--- config.mk ---
export PLATFORM = sky130hd
export DESIGN_NAME = cnt_rr_sched
export DESIGN_NICKNAME = d
export VERILOG_FILES = /design/src/rtl/cnt_sched_pkg.sv /design/src/rtl/rr_pick.sv /design/src/rtl/cnt_rr_sched.sv
export SDC_FILE = /design/constraint.sdc
export NUM_CORES = 1
export LEC_CHECK = 0
export CAP_MARGIN = 30
export CORE_MARGIN = 4
export CORE_UTILIZATION = 51
export DETAILED_ROUTE_END_ITERATION = 8
export GPL_TIMING_DRIVEN = 0
export PLACE_DENSITY = 0.8
export SYNTH_ARGS = -nofsm -noshare
export SYNTH_HDL_FRONTEND = slang
export SYNTH_SLANG_ARGS = --single-unit
export TNS_END_PERCENT = 50
--- constraint.sdc ---
create_clock -name clk -period 2.2 [get_ports clk]
set_input_delay 0.44 -clock clk [delete_from_list [all_inputs] [get_ports clk]]
set_output_delay 0.44 -clock clk [all_outputs]
set_load 0.01 [all_outputs]
--- src/rtl/cnt_sched_pkg.sv ---
// Shared definitions for the round-robin counter scheduler.
// Holds the scheduler FSM state type, the operation encoding and the default
// width constants. Modules use it through import cnt_sched_pkg::*.
package cnt_sched_pkg;

  // Default geometry of the scheduler
  localparam int NREQ_DEF = 3;
  localparam int W_DEF    = 5;
  localparam int PTRW_DEF = 2;

  // Operation encoding carried on each requester's op line
  localparam logic OP_INC = 1'b0;
  localparam logic OP_CLR = 1'b1;

  // Scheduler FSM states
  typedef enum logic [1:0] {
    ST_IDLE  = 2'd0,
    ST_GRANT = 2'd1,
    ST_DONE  = 2'd2
  } sched_state_e;

endpackage

--- src/rtl/rr_pick.sv ---
// Combinational round-robin picker.
// Searches req starting at index ptr, moving upward modulo NREQ; the first
// set bit wins.
// Ports:
//   req        in  NREQ  request vector
//   ptr        in  PTRW  index where the search starts
//   win_onehot out NREQ  one-hot winner (zero when no request)
//   win_idx    out PTRW  index of the winner (zero when no request)
//   win_valid  out 1     at least one request was set
module rr_pick #(
  parameter int NREQ = 3,
  parameter int PTRW = 2
) (
  input  logic [NREQ-1:0] req,
  input  logic [PTRW-1:0] ptr,
  output logic [NREQ-1:0] win_onehot,
  output logic [PTRW-1:0] win_idx,
  output logic            win_valid
);

  int              cand;
  logic [PTRW-1:0] cand_idx;
  logic            take;

  // Walk the requesters in rotated order and keep only the first hit
  always_comb begin
    win_onehot = '0;
    win_idx    = '0;
    win_valid  = 1'b0;
    cand       = 0;
    cand_idx   = '0;
    take       = 1'b0;
    for (int off = 0; off < NREQ; off++) begin
      // ptr may exceed NREQ-1 when 2^PTRW > NREQ, so wrap explicitly
      cand                 = (int'(ptr) + off) % NREQ;
      cand_idx             = PTRW'(cand);
      take                 = ~win_valid & req[cand_idx];
      win_onehot[cand_idx] = win_onehot[cand_idx] | take;
      win_idx              = take ? cand_idx : win_idx;
      win_valid            = win_valid | take;
    end
  end

endmodule

--- src/rtl/cnt_rr_sched.sv ---
// Round-robin scheduler in front of a shared wrapping event counter.
// Requesters ask for increment or clear through a req/ack handshake; one
// winner at a time walks IDLE -> GRANT -> DONE, so at most one op lands
// every three cycles. The counter is applied at the end of GRANT, ack is
// raised at the edge that leaves DONE, and x is cnt delayed by one cycle.
// Ports:
//   clk    in  1     clock, rising edge
//   rst    in  1     synchronous active-low reset
//   req    in  NREQ  per-requester request, held until ack
//   op     in  NREQ  per-requester op (0 increment, 1 clear), valid with req
//   freeze in  1     blocks new grants while sampled high in IDLE
//   gnt    out NREQ  one-hot grant, registered
//   ack    out NREQ  one-hot completion pulse, registered
//   cnt    out W     counter value, registered
//   x      out W     cnt delayed by one cycle
//   busy   out 1     high while the FSM is in GRANT or DONE
module cnt_rr_sched
  import cnt_sched_pkg::*;
#(
  parameter int NREQ = NREQ_DEF,
  parameter int W    = W_DEF,
  parameter int PTRW = PTRW_DEF
) (
  input  logic            clk,
  input  logic            rst,
  input  logic [NREQ-1:0] req,
  input  logic [NREQ-1:0] op,
  input  logic            freeze,
  output logic [NREQ-1:0] gnt,
  output logic [NREQ-1:0] ack,
  output logic [W-1:0]    cnt,
  output logic [W-1:0]    x,
  output logic            busy
);

  sched_state_e    state_q, state_d;
  logic [PTRW-1:0] ptr_q, ptr_d;
  logic [PTRW-1:0] win_q, win_d;
  logic [NREQ-1:0] sel_q, sel_d;
  logic            op_q, op_d;
  logic [NREQ-1:0] gnt_q, gnt_d;
  logic [NREQ-1:0] ack_q, ack_d;
  logic [W-1:0]    cnt_q, cnt_d;
  logic [W-1:0]    x_q, x_d;
  logic            busy_q, busy_d;

  logic [NREQ-1:0] pick_onehot;
  logic [PTRW-1:0] pick_idx;
  logic            pick_valid;

  rr_pick #(
    .NREQ (NREQ),
    .PTRW (PTRW)
  ) u_pick (
    .req        (req),
    .ptr        (ptr_q),
    .win_onehot (pick_onehot),
    .win_idx    (pick_idx),
    .win_valid  (pick_valid)
  );

  // Next-state logic for the FSM, grant/ack, counter and snapshot
  always_comb begin
    state_d = state_q;
    ptr_d   = ptr_q;
    win_d   = win_q;
    sel_d   = sel_q;
    op_d    = op_q;
    gnt_d   = gnt_q;
    ack_d   = '0;
    cnt_d   = cnt_q;
    x_d     = cnt_q;
    case (state_q)
      ST_IDLE: begin
        if (!freeze && pick_valid) begin
          state_d = ST_GRANT;
          gnt_d   = pick_onehot;
          sel_d   = pick_onehot;
          win_d   = pick_idx;
          // Latch the winner's op now; later op changes are ignored
          op_d    = |(op & pick_onehot);
        end else begin
          state_d = ST_IDLE;
          gnt_d   = '0;
        end
      end
      ST_GRANT: begin
        state_d = ST_DONE;
        gnt_d   = '0;
        ptr_d   = (win_q == PTRW'(NREQ - 1)) ? '0 : (win_q + PTRW'(1));
        if (op_q == OP_CLR) begin
          cnt_d = '0;
        end else begin
          cnt_d = cnt_q + W'(1);
        end
      end
      ST_DONE: begin
        // ack becomes visible on the edge that returns to IDLE
        state_d = ST_IDLE;
        gnt_d   = '0;
        ack_d   = sel_q;
      end
      default: begin
        state_d = ST_IDLE;
        gnt_d   = '0;
      end
    endcase
    busy_d = (state_d != ST_IDLE);
  end

  // State and output registers with synchronous active-low reset
  always_ff @(posedge clk) begin
    if (!rst) begin
      state_q <= ST_IDLE;
      ptr_q   <= '0;
      win_q   <= '0;
      sel_q   <= '0;
      op_q    <= 1'b0;
      gnt_q   <= '0;
      ack_q   <= '0;
      cnt_q   <= '0;
      x_q     <= '0;
      busy_q  <= 1'b0;
    end else begin
      state_q <= state_d;
      ptr_q   <= ptr_d;
      win_q   <= win_d;
      sel_q   <= sel_d;
      op_q    <= op_d;
      gnt_q   <= gnt_d;
      ack_q   <= ack_d;
      cnt_q   <= cnt_d;
      x_q     <= x_d;
      busy_q  <= busy_d;
    end
  end

  assign gnt  = gnt_q;
  assign ack  = ack_q;
  assign cnt  = cnt_q;
  assign x    = x_q;
  assign busy = busy_q;

endmodule

* After elaboration in Yosys (flattened, before gate mapping) *
Index checks and enable logic that the tools add are counted.
W data, S select, Z words.

cells by class
  equality and inequality tests = 3
  bitwise gates (word level) = 11
  divide/modulo/power cells = 3
  $lt $le $gt $ge = 6
  mux-type cells = 27
  add/sub/neg operators = 4
  reductions and logical operators = 11

operator list
  cell                     number
  $mod A32 B3 Y32 const B  2
  $mod A3 B3 Y32 const B   1
  $bmux W1 S2              6
  $mux W1                  10
  $lt A2 B3 Y1 const B     3
  $mux W2                  4
  $and A3 B3 Y3            2
  $bwmux W3                2
  $demux W1 S2             3
  $ge A2 B1 Y1 const B     3
  $add A5 B1 Y5 const B    1
  $mux W5                  1
  $or A1 B1 Y1             5
  $eq A2 B2 Y1 const B     2
  $logic_and A1 B1 Y1      4
  $pmux W2 S2              1
  $reduce_and A2 Y1        2
  $add A2 B1 Y3 const B    1
  $add A2 B2 Y3 const B    1
  $reduce_and A3 Y1        1
  $reduce_or A3 Y1         1
  $add A2 B1 Y2 const B    1
  $and A1 B1 Y1            2
  $eq A2 B1 Y1 const B     1
  other kinds (4)          5

word-level totals
  input bits = 9
  word-level logic and storage cells = 75
  bits in registers = 27

* Longest topological paths before layout *
Gate-level depths: netlist of run 1.

  depth after elaboration = 16
  depth in mapped cells = 9
  mapped depth without buffers = 7

* Modules after synthesis *
A second synthesis of run 1 with hierarchy kept.

second synthesis, totals
  cell total of the unflattened synthesis = 138
  area total of the unflattened synthesis = 1,273.7 um^2

modules (own cells, without submodules)
  module        cells each  times used  area each (um^2)
  cnt_rr_sched  83          1           908.4
  rr_pick       55          1           365.4

* Least setup slack after synthesis of run 1 *
OpenSTA, ideal clock, no wires.

  path type = reg-to-reg
  start point = register ptr_q[0]
  end point = register sel_q[2]
  path slack = 0.299 ns
  clock period less this slack = 1.901 ns
  stages on the path, launching flop included = 10
  setup time = 0.115 ns
  data required time = 2.085 ns
  data arrival time = 1.786 ns
  path buffers = 2
  cells stage by stage = dfxtp_1 inv_1 ha_1 buf_2 nand3b_1 o21ai_0 o31a_1 buf_6 mux2i_1 and2_1

between the ends
  longest elaborated chain between the ends = 14
  elaborated cells between the ends (all ways) = 46

RTL lines
  item                                                                      line                 RTL
  from (decl)                                                               cnt_rr_sched.sv:37   logic [PTRW-1:0] ptr_q, ptr_d;
  from (signal assigned)                                                    cnt_rr_sched.sv:126  ptr_q <= ptr_d;
  parallel branches: the longest is 14 deep, another holds $mod A32 B3 Y32  -
  to (signal assigned)                                                      cnt_rr_sched.sv:128  sel_q <= sel_d;
  to (decl)                                                                 cnt_rr_sched.sv:39   logic [NREQ-1:0] sel_q, sel_d;

Several ways; the timed one is not identified. The select of a mux whose other input is x is not followed.
A chain may end at the register's enable or synchronous reset.

* Final worst setup path of run 1 *
Same ends and word-level chain as after synthesis.

==> out/results.tsv, run 1 <==
stage	metric	value	unit
detailed_routing	drc	0	
final_layout	fin_cells	206	
detailed_routing	first_pass_iters	4	
worst_hold_path	min-delay-path-class	register to register	
sta	slew_violations	0	
grt	grt.total_usage	17.72	%
die	rows	18	
pwr	totalPowerFinal	0.9548	mW
job	max_cap_viol_count	0	
placed_design	post_dp_cell_area	1640	µm²
synth	synthesis.instances	148	
detailed_routing	drt_iter0_drc	21	
clock_network	tritoncts.num_buffers	3	
synth	mean_instance_size_in_the_synthesized_netlist	9.206	µm²
sta	timing.fmax	486.3	MHz
sta	max_slew.worst_pin.slew	424.0	ps
die	die_height	59.69	µm
die	num_io_pins	26	
die	initial_core_util	54.02	%
final_layout	layout.core_utilization	66.47	%
detailed_routing	post_drt_via_cell_ratio	5.350	
synth	part_of_the_yosys_area_used_for_sequential_elements	39.67	%
die	core	2522	µm²
critical_path	cp_max_fo	10	
sta	setup_violations	0	
critical_path	cp_cell_sequence	inv_1 -> ha_1 -> buf_2 -> nand3b_1 -> o21ai_1 -> o31a_1 -> buf_6 -> mux2i_1 -> and2_1	
synth	synth.cell_area	1363	µm²
sta	postLayoutSetupSlackWorst	143.8	ps
grt	maximum_number_of_pins_on_one_net_before_global_route_repair	17	
final_layout	most-common-layout-cells	dfxtp_1 (27), clkdlybuf4s50_1 (24), nand2_1 (14)	
sta	finalCriticalPeriod	2056	ps
pwr	power.static_leakage	0.6521	nW
synth	yosysWarnings	0	
final_layout	fin_nets	190	
sta	grt_setup_unrepaired	false	
critical_path	timing.critical_path.required	2430	ps
die	die_w	59.69	µm
sta	min_period_over_period	93.46	%
pwr	pwr_density_cell	569.5	nW/µm²
placed_design	dp.final_hpwl	2166	µm
clock_network	worstSkewPairLatency	330	ps
critical_path	worstSetupPathType	register to register	
detailed_routing	antenna_violating_nets_post_route	0	
clock_network	cts.sink_count	27	
final_layout	area.sequential	540.5	µm²
sta	skew	10.54	ps
detailed_routing	wl_per_cell	14.01	µm
placed_design	worst_slack_at_placement	-202.4	ps
final_layout	n_antenna_cell	0	
grt	grt_antenna_before_repair	0	
pwr	ir_worst_vdd	0.5186	mV
clock_network	cts_tree	yes	
final_layout	post_route_cell_area	1677	µm²
critical_path	critical_path.top_delay_family	buffers and inverters	
critical_path	critical_path_buf_inv_count	3	
critical_path	critical_path.max_stage_delay	390	ps
sta	report.final.hold_viol_count	0	
detailed_routing	final_wirelength	2886	µm
clock_network	cts_buffer_depth	2	
synth	synth-edff-count	0	
placed_design	place_congestion	0.8744	
synth	postSynth.topFlopCell	dfxtp_1	
placed_design	port-buffer-count	24	
final_layout	flow.area_growth_from_synthesis	23.05	%
critical_path	setup.worst_path.start_class	register	
grt	wire_length_of_the_first_global_routing_pass	4774	µm
grt	grt-ovfl-total	0	
outcome	outcome	finished, final reports clean	
final_layout	post_route_cells_drive_above_1_share	10.80	%
critical_path	worstPathArrival	2290	ps
detailed_routing	vias_after_detailed_routing	1102	
clock_network	cts.reportedPaths.clkPinSlew	160	ps
critical_path	crit_path_start	ptr_q[0]	
critical_path	rr_startpoint	ptr_q[0]	
synth	ys_async_sr_fraction	0	%
synth	postSynthNetCount	161	
critical_path	endpoint_kind	register	
final_layout	layout.cells.most_common	dfxtp_1	
synth	ys_ff_latch	27	
sta	fin_setup_tns	0	ps
synth	post_synth_num_cell_types	42	
critical_path	critPathSlowestCell	dfxtp_1	
clock_network	clockRootBuffer	clkbuf_4	
placed_design	dpl.cell_count	202	
grt	number_of_global_route_vias_before_repair	1028	
clock_network	post_cts_hold_fix_bufs	0	
clock_network	h-tree-depth	1	
worst_hold_path	min_from	sel_q[2]	
sta	worst_hold_slack	463.3	ps
final_layout	layout.filler_cells	218	
die	die_area	3563	µm²
final_layout	area_of_the_multi_input_gates	743.2	µm²
sta	timing.max_slew.rel_slack	71.43	%
## flip-flops by register name, summed over array words and instances (netlist names)
signal	count
sel_q	3
win_q	2
state_q	2
busy	1
x	5
op_q	1
ptr_q	2
ack	3
gnt	3
cnt	5
## area by class of cell
class | count | share of cell area (%)
plain buffers | 8 | 3.284
inverters | 8 | 1.791
repair buffers | 24 | 14.33
multi-input cells | 105 | 44.33
flip-flops and latches | 27 | 32.24
clock buffers | 3 | 1.343
clock inverters | 1 | 0.4478
well taps | 30 | 2.239
## per-layer routing
layer | GRT usage (%) | vias up | wire, µm
met3 | 3.888 | 6 | 117
met1 | 24.53 | 509 | 1355
li1 | - | 565 | -
met4 | 5.380 | 0 | 39
met2 | 27.47 | 22 | 1374
met5 | 0 | - | 0
## synthesized netlist by cell type, drive strengths merged, types with 2 or more instances
master   n  area share [%]
a21boi   6             4.1
nand3    5             1.8
o21a     2             1.1
o211ai   2             1.1
o21ai    5             2.1
dfxtp   27              40
and2     9             4.1
nand3b   4             2.2
ha       4             3.7
nand2b   6             4.4
nor2b    6             2.8
nand4    2            0.92
inv      8             2.2
xor2     3             1.9
buf      5             3.2
nor3     2            0.73
clkbuf   3            0.83
and2b    2             1.1
mux2i    6             5.3
nor2    10             2.8
nand2   14             3.9
a31oi    2            0.92
## where the power goes
part	internal, mW	switching, mW	total (mW)
Clock	0.0695	0.152	0.222
Sequential	0.510	0.0160	0.526
Combinational	0.104	0.103	0.207
Total	0.684	0.271	0.955
## kinds of logic after synthesis
| logic type | share of synthesized area [%] |
|---|---|
| AO/OA/AOI/OAI | 15.34 |
| buffers and inverters | 6.244 |
| flip-flops | 39.67 |
| adder cells (fa/ha/maj) | 3.673 |
| multiplexers | 6.152 |
| XOR/XNOR | 2.572 |
| AND/OR/NAND/NOR | 26.35 |
## final timing paths
path | endpoint | slack, ps | depth (start not counted)
hold reg to reg | ack[2] | 460 | 1
hold / removal | ack[2] | 460 | 1
setup / recovery | sel_q[2] | 140 | 9
setup reg to reg | sel_q[2] | 140 | 9
## timing repair
action | CTS | global route
hold endpoints to repair | 0 | 0
pin swaps | 0 | 0
resized for setup | 1 | 2
buffers inserted | 0 | 0
setup endpoints to repair | 1 | 3
No activity file was read; power rests on OpenSTA's default activity.
==> inputs of run 2 (changes only) <==
Settings changed: CORE_UTILIZATION 51 to 45, PLACE_DENSITY 0.8 to 0.72.
==> run 2 against run 1 <==
Net effect: fmax is 0.88% lower; total power shrank 1.1%; clock power fell by 5%; via count is 2.4% lower; highest routed layer is now met3.
==> out/results.tsv, run 2 (synthesis gave the netlist of run 1 again) <==
stage	metric	value	unit
outcome	outcome	finished, final reports clean	
clock_network	tritoncts.num_buffers	3	
job	max_cap_viol_count	0	
grt	maximum_number_of_pins_on_one_net_before_global_route_repair	17	
detailed_routing	drc	0	
clock_network	worstSkewPairLatency	320	ps
clock_network	cts-resized-gates	0	
worst_hold_path	min-delay-path-class	register to register	
sta	max_slew.worst_pin.slew	452.4	ps
clock_network	cts_tree	yes	
placed_design	place_congestion	0.8164	
die	rows	19	
detailed_routing	vias_after_detailed_routing	1076	
clock_network	post_cts_hold_fix_bufs	0	
worst_hold_path	min_from	sel_q[2]	
final_layout	most-common-layout-cells	dfxtp_1 (27), clkdlybuf4s50_1 (24), nand2_1 (14)	
sta	slew_violations	0	
sta	timing.fmax	482.1	MHz
clock_network	clockRootBuffer	clkbuf_4	
placed_design	port-buffer-count	24	
pwr	power.static_leakage	0.6523	nW
worst_hold_path	hold-path-endpoint	ack[2]	
final_layout	layout.filler_cells	244	
detailed_routing	wl_per_cell	13.53	µm
pwr	totalPowerFinal	0.9440	mW
critical_path	timing.critical_path.required	2430	ps
die	die_w	63.03	µm
critical_path	critical_path.reg2reg.endpoint	sel_q[2]	
critical_path	cp_max_fo	10	
detailed_routing	final_wirelength	2800	µm
pwr	pwr_density_cell	561.0	nW/µm²
placed_design	dp.final_hpwl	2212	µm
sta	skew	5.614	ps
sta	min_period_over_period	94.29	%
clock_network	cts_buffer_depth	2	
sta	setup_violations	0	
pwr	ir_worst_vdd	0.3646	mV
die	die_height	63.03	µm
clock_network	h-tree-depth	1	
final_layout	fin_nets	190	
critical_path	cp_cell_sequence	inv_1 -> ha_1 -> buf_2 -> nand3b_1 -> o21ai_2 -> o31a_1 -> buf_6 -> mux2i_1 -> and2_1	
critical_path	critical_path.max_stage_delay	390	ps
die	core	2829	µm²
critical_path	setup.worst_path.start_class	register	
critical_path	rr_startpoint	ptr_q[0]	
critical_path	critPathSlowestCell	dfxtp_1	
die	die_area	3972	µm²
detailed_routing	first_pass_iters	3	
sta	report.final.hold_viol_count	0	
grt	grt_antenna_before_repair	0	
clock_network	cts.reportedPaths.clkPinSlew	140	ps
grt	grt-ovfl-total	0	
critical_path	worstPathArrival	2310	ps
final_layout	n_antenna_cell	0	
grt	number_of_global_route_vias_before_repair	1086	
sta	fin_setup_tns	0	ps
final_layout	post_route_cells_drive_above_1_share	11.36	%
critical_path	worstSetupPathDepth	9	
critical_path	r2r_cells	9	
critical_path	endpoint_kind	register	
critical_path	crit_path_start	ptr_q[0]	
clock_network	cts.sink_count	27	
worst_hold_path	whs_path_depth	1	
final_layout	layout.cells.most_common	dfxtp_1	
grt	wire_length_of_the_first_global_routing_pass	5133	µm
detailed_routing	drt_iter0_drc	26	
detailed_routing	post_drt_via_cell_ratio	5.198	
clock_network	cts_setup_buffers	0	
sta	grt_setup_unrepaired	false	
critical_path	regToRegSetupSlack	130	ps
final_layout	layout.core_utilization	59.49	%
critical_path	critical_path_buf_inv_count	3	
die	initial_core_util	48.16	%
final_layout	flow.area_growth_from_synthesis	23.51	%
sta	finalCriticalPeriod	2074	ps
critical_path	worstSetupPathType	register to register	
die	num_io_pins	26	
detailed_routing	antenna_violating_nets_post_route	0	
grt	grt.total_usage	15.59	%
critical_path	critical_path.top_delay_family	buffers and inverters	
sta	timing.max_slew.rel_slack	69.52	%
run 2: per-layer routing:
metal	global-route usage, %	vias to the layer above	part of all wire, %
met5	0	-	0
met4	1.653	0	0
met3	3.417	0	2.7
met2	24.77	14	46
met1	22.21	504	51
li1	-	558	-
run 2: power breakdown:
part / switching [mW] / total [mW] / internal [mW]
combinational: 0.103 / 0.207 / 0.104
sequential: 0.0160 / 0.526 / 0.510
clock: 0.142 / 0.211 / 0.0694
run 2: how the worst max path moves through the flow:
stage | endpoint | slack [ps]
6_report | sel_q[2] | 130
5_1_grt | op_q | 40
4_1_cts | sel_q[2] | 70
3_5_place_dp | op_q | -60
3_3_place_gp | sel_q[2] | -30
2_1_floorplan | sel_q[2] | 300
run 2: worst register-to-register path, stage by stage (launching register included):
cell	delay (ps)
dfxtp_1	390
inv_1	70
ha_1	330
buf_2	200
nand3b_1	170
o21ai_2	100
o31a_1	290
buf_6	150
mux2i_1	110
and2_1	180
run 2: final cells by class:
class | instances | area, µm² | share of cell area, %
Sequential cell | 27 | 540.5 | 32.12
Tap cell | 31 | 38.79 | 2.305
Clock inverter | 1 | 7.507 | 0.4461
Timing Repair Buffer | 24 | 240.2 | 14.28
Clock buffer | 3 | 22.52 | 1.338
Buffer | 8 | 55.05 | 3.271
Inverter | 8 | 30.03 | 1.784
Multi-Input combinational cell | 105 | 748.2 | 44.46
run 2: through the flow:
step / setup slack (ps) / instance area (µm²) / std cells / hold WS (ps)
after floorplan: 298.6 / 1363 / 148 / 429.8
after global placement: -32.78 / 1642 / 203 / 448.5
after global routing: 36.30 / 1683 / 207 / 498.3
after detailed placement: -62.56 / 1642 / 203 / 446.7
final: 125.6 / 1683 / 207 / 478.7
after CTS: 71.20 / 1672 / 207 / 481.3
==> inputs of run 3 (changes only) <==
Settings changed: CELL_PAD_IN_SITES_DETAIL_PLACEMENT set to 0, CELL_PAD_IN_SITES_GLOBAL_PLACEMENT set to 2, CORE_UTILIZATION 45 to 31, PLACE_DENSITY 0.72 to 0.79, SKIP_CTS_REPAIR_TIMING set to 1.
==> run 3 against run 2 <==
Net effect: clock skew grew 1.1 ps; die area increased by 39%; critical path type unchanged; largest cell class unchanged; design area grew 2.3%; clock-buffer cell count is the same.
==> out/results.tsv, run 3 (synthesis gave the netlist of run 1 again) <==
stage	metric	value	unit
critical_path	setup.worst_path.start_class	register	
critical_path	endpoint_kind	register	
detailed_routing	drt_iter0_drc	46	
final_layout	most-common-layout-cells	dfxtp_1 (27), clkdlybuf4s50_1 (24), nand2_1 (14)	
grt	maximum_number_of_pins_on_one_net_before_global_route_repair	17	
critical_path	cp_max_fo	10	
final_layout	fin_cells	226	
final_layout	layout.cells.most_common	dfxtp_1	
final_layout	fin_nets	190	
clock_network	cts_tree	yes	
die	die_height	74.30	µm
grt	grt-ovfl-total	0	
job	max_cap_viol_count	0	
grt	wire_length_of_the_first_global_routing_pass	4754	µm
critical_path	worstSetupPathType	register to register	
detailed_routing	first_pass_iters	4	
die	die_w	74.30	µm
clock_network	h-tree-depth	1	
detailed_routing	antenna_violating_nets_post_route	0	
final_layout	post_route_cells_drive_above_1_share	10.80	%
final_layout	flow.area_growth_from_synthesis	26.35	%
outcome	outcome	finished, final reports clean	
critical_path	worstPathArrival	2250	ps
placed_design	place_congestion	0.8353	
detailed_routing	post_drt_via_cell_ratio	4.761	
sta	min_period_over_period	94.00	%
clock_network	worstSkewPairLatency	270	ps
detailed_routing	wl_per_cell	12.81	µm
detailed_routing	final_wirelength	2896	µm
critical_path	regToRegSetupSlack	130	ps
placed_design	dpl.cell_count	222	
placed_design	dp.final_hpwl	2206	µm
pwr	power.static_leakage	0.6587	nW
detailed_routing	drc	0	
sta	grt_setup_unrepaired	false	
final_layout	n_antenna_cell	0	
grt	grt_antenna_before_repair	0	
sta	max_slew.worst_pin.slew	491.2	ps
sta	setup_violations	0	
clock_network	cts_buffer_depth	2	
worst_hold_path	min-delay-path-class	register to register	
clock_network	tritoncts.num_buffers	3	
die	rows	23	
final_layout	post_route_cell_area	1722	µm²
pwr	pwr_density_cell	590.8	nW/µm²
sta	finalCriticalPeriod	2068	ps
sta	slew_violations	0	
grt	number_of_global_route_vias_before_repair	1043	
clock_network	clockRootBuffer	clkbuf_8	
sta	timing.fmax	483.5	MHz
placed_design	post_dp_cell_area	1665	µm²
clock_network	cts.sink_count	27	
grt	grt.total_usage	10.94	%
detailed_routing	vias_after_detailed_routing	1076	
sta	skew	6.702	ps
die	initial_core_util	33.11	%
sta	report.final.hold_viol_count	0	
placed_design	port-buffer-count	24	
sta	timing.max_slew.rel_slack	66.91	%
critical_path	timing.critical_path.required	2380	ps
clock_network	cts.reportedPaths.clkPinSlew	100	ps
pwr	ir_worst_vdd	0.2684	mV
die	core	4115	µm²
die	die_area	5520	µm²
die	num_io_pins	26	
sta	fin_setup_tns	0	ps
## run 3: cell counts in the layout (fill, tap and decap cells not counted)
No cell type changed its count.
## run 3: path summary, 6_finish.rpt
path                            cells after the start  endpoint      from
worst max-delay path                                9  sel_q[2]  ptr_q[0]
worst min-delay path                                1    ack[2]  sel_q[2]
worst max register to register                      9  sel_q[2]  ptr_q[0]
worst min register to register                      1    ack[2]  sel_q[2]
## run 3: power by group
part	switching, mW	total [mW]	internal (mW)
logic	0.104	0.208	0.104
registers	0.0152	0.524	0.509
clock network	0.157	0.285	0.128
total	0.276	1.02	0.741
## run 3: cell type report
type,count,area [µm²]
Buffer,8,55.05
Tap cell,50,62.56
Inverter,8,30.03
Clock buffer,3,41.29
Multi-Input combinational cell,105,744.5
Timing Repair Buffer,24,240.2
Sequential cell,27,540.5
Clock inverter,1,7.507
Fill cell,411,2394
## run 3: through the flow
step                      hold WS [ps]  total power, mW  setup slack, ps  utilization (%)
after floorplan                  429.8           0.6754            298.6                -
after CTS                        464.1            1.026            92.43            41.65
final                            458.6            1.017            131.9            41.84
after global routing             505.9            1.067            13.74            41.84
after detailed placement         439.7           0.7413           -74.74            40.47
after global placement           448.3           0.7394           -71.50            40.47
## run 3: per-layer routing
metal | track usage (%) | share of wire (%) | routed length (µm)
met1 | 14.50 | 50 | 1450
met2 | 17.91 | 45 | 1306
met3 | 2.432 | 3.4 | 98
met4 | 3.162 | 1.4 | 40
met5 | 0 | 0 | 0
## run 3: critical path, stage by stage, from the launching register on
cell      delay [ps]
dfxtp_1          360
inv_1             70
ha_1             330
buf_2            200
nand3b_1         140
o21ai_1          140
o31a_1           300
buf_6            150
mux2i_1          110
and2_1           170
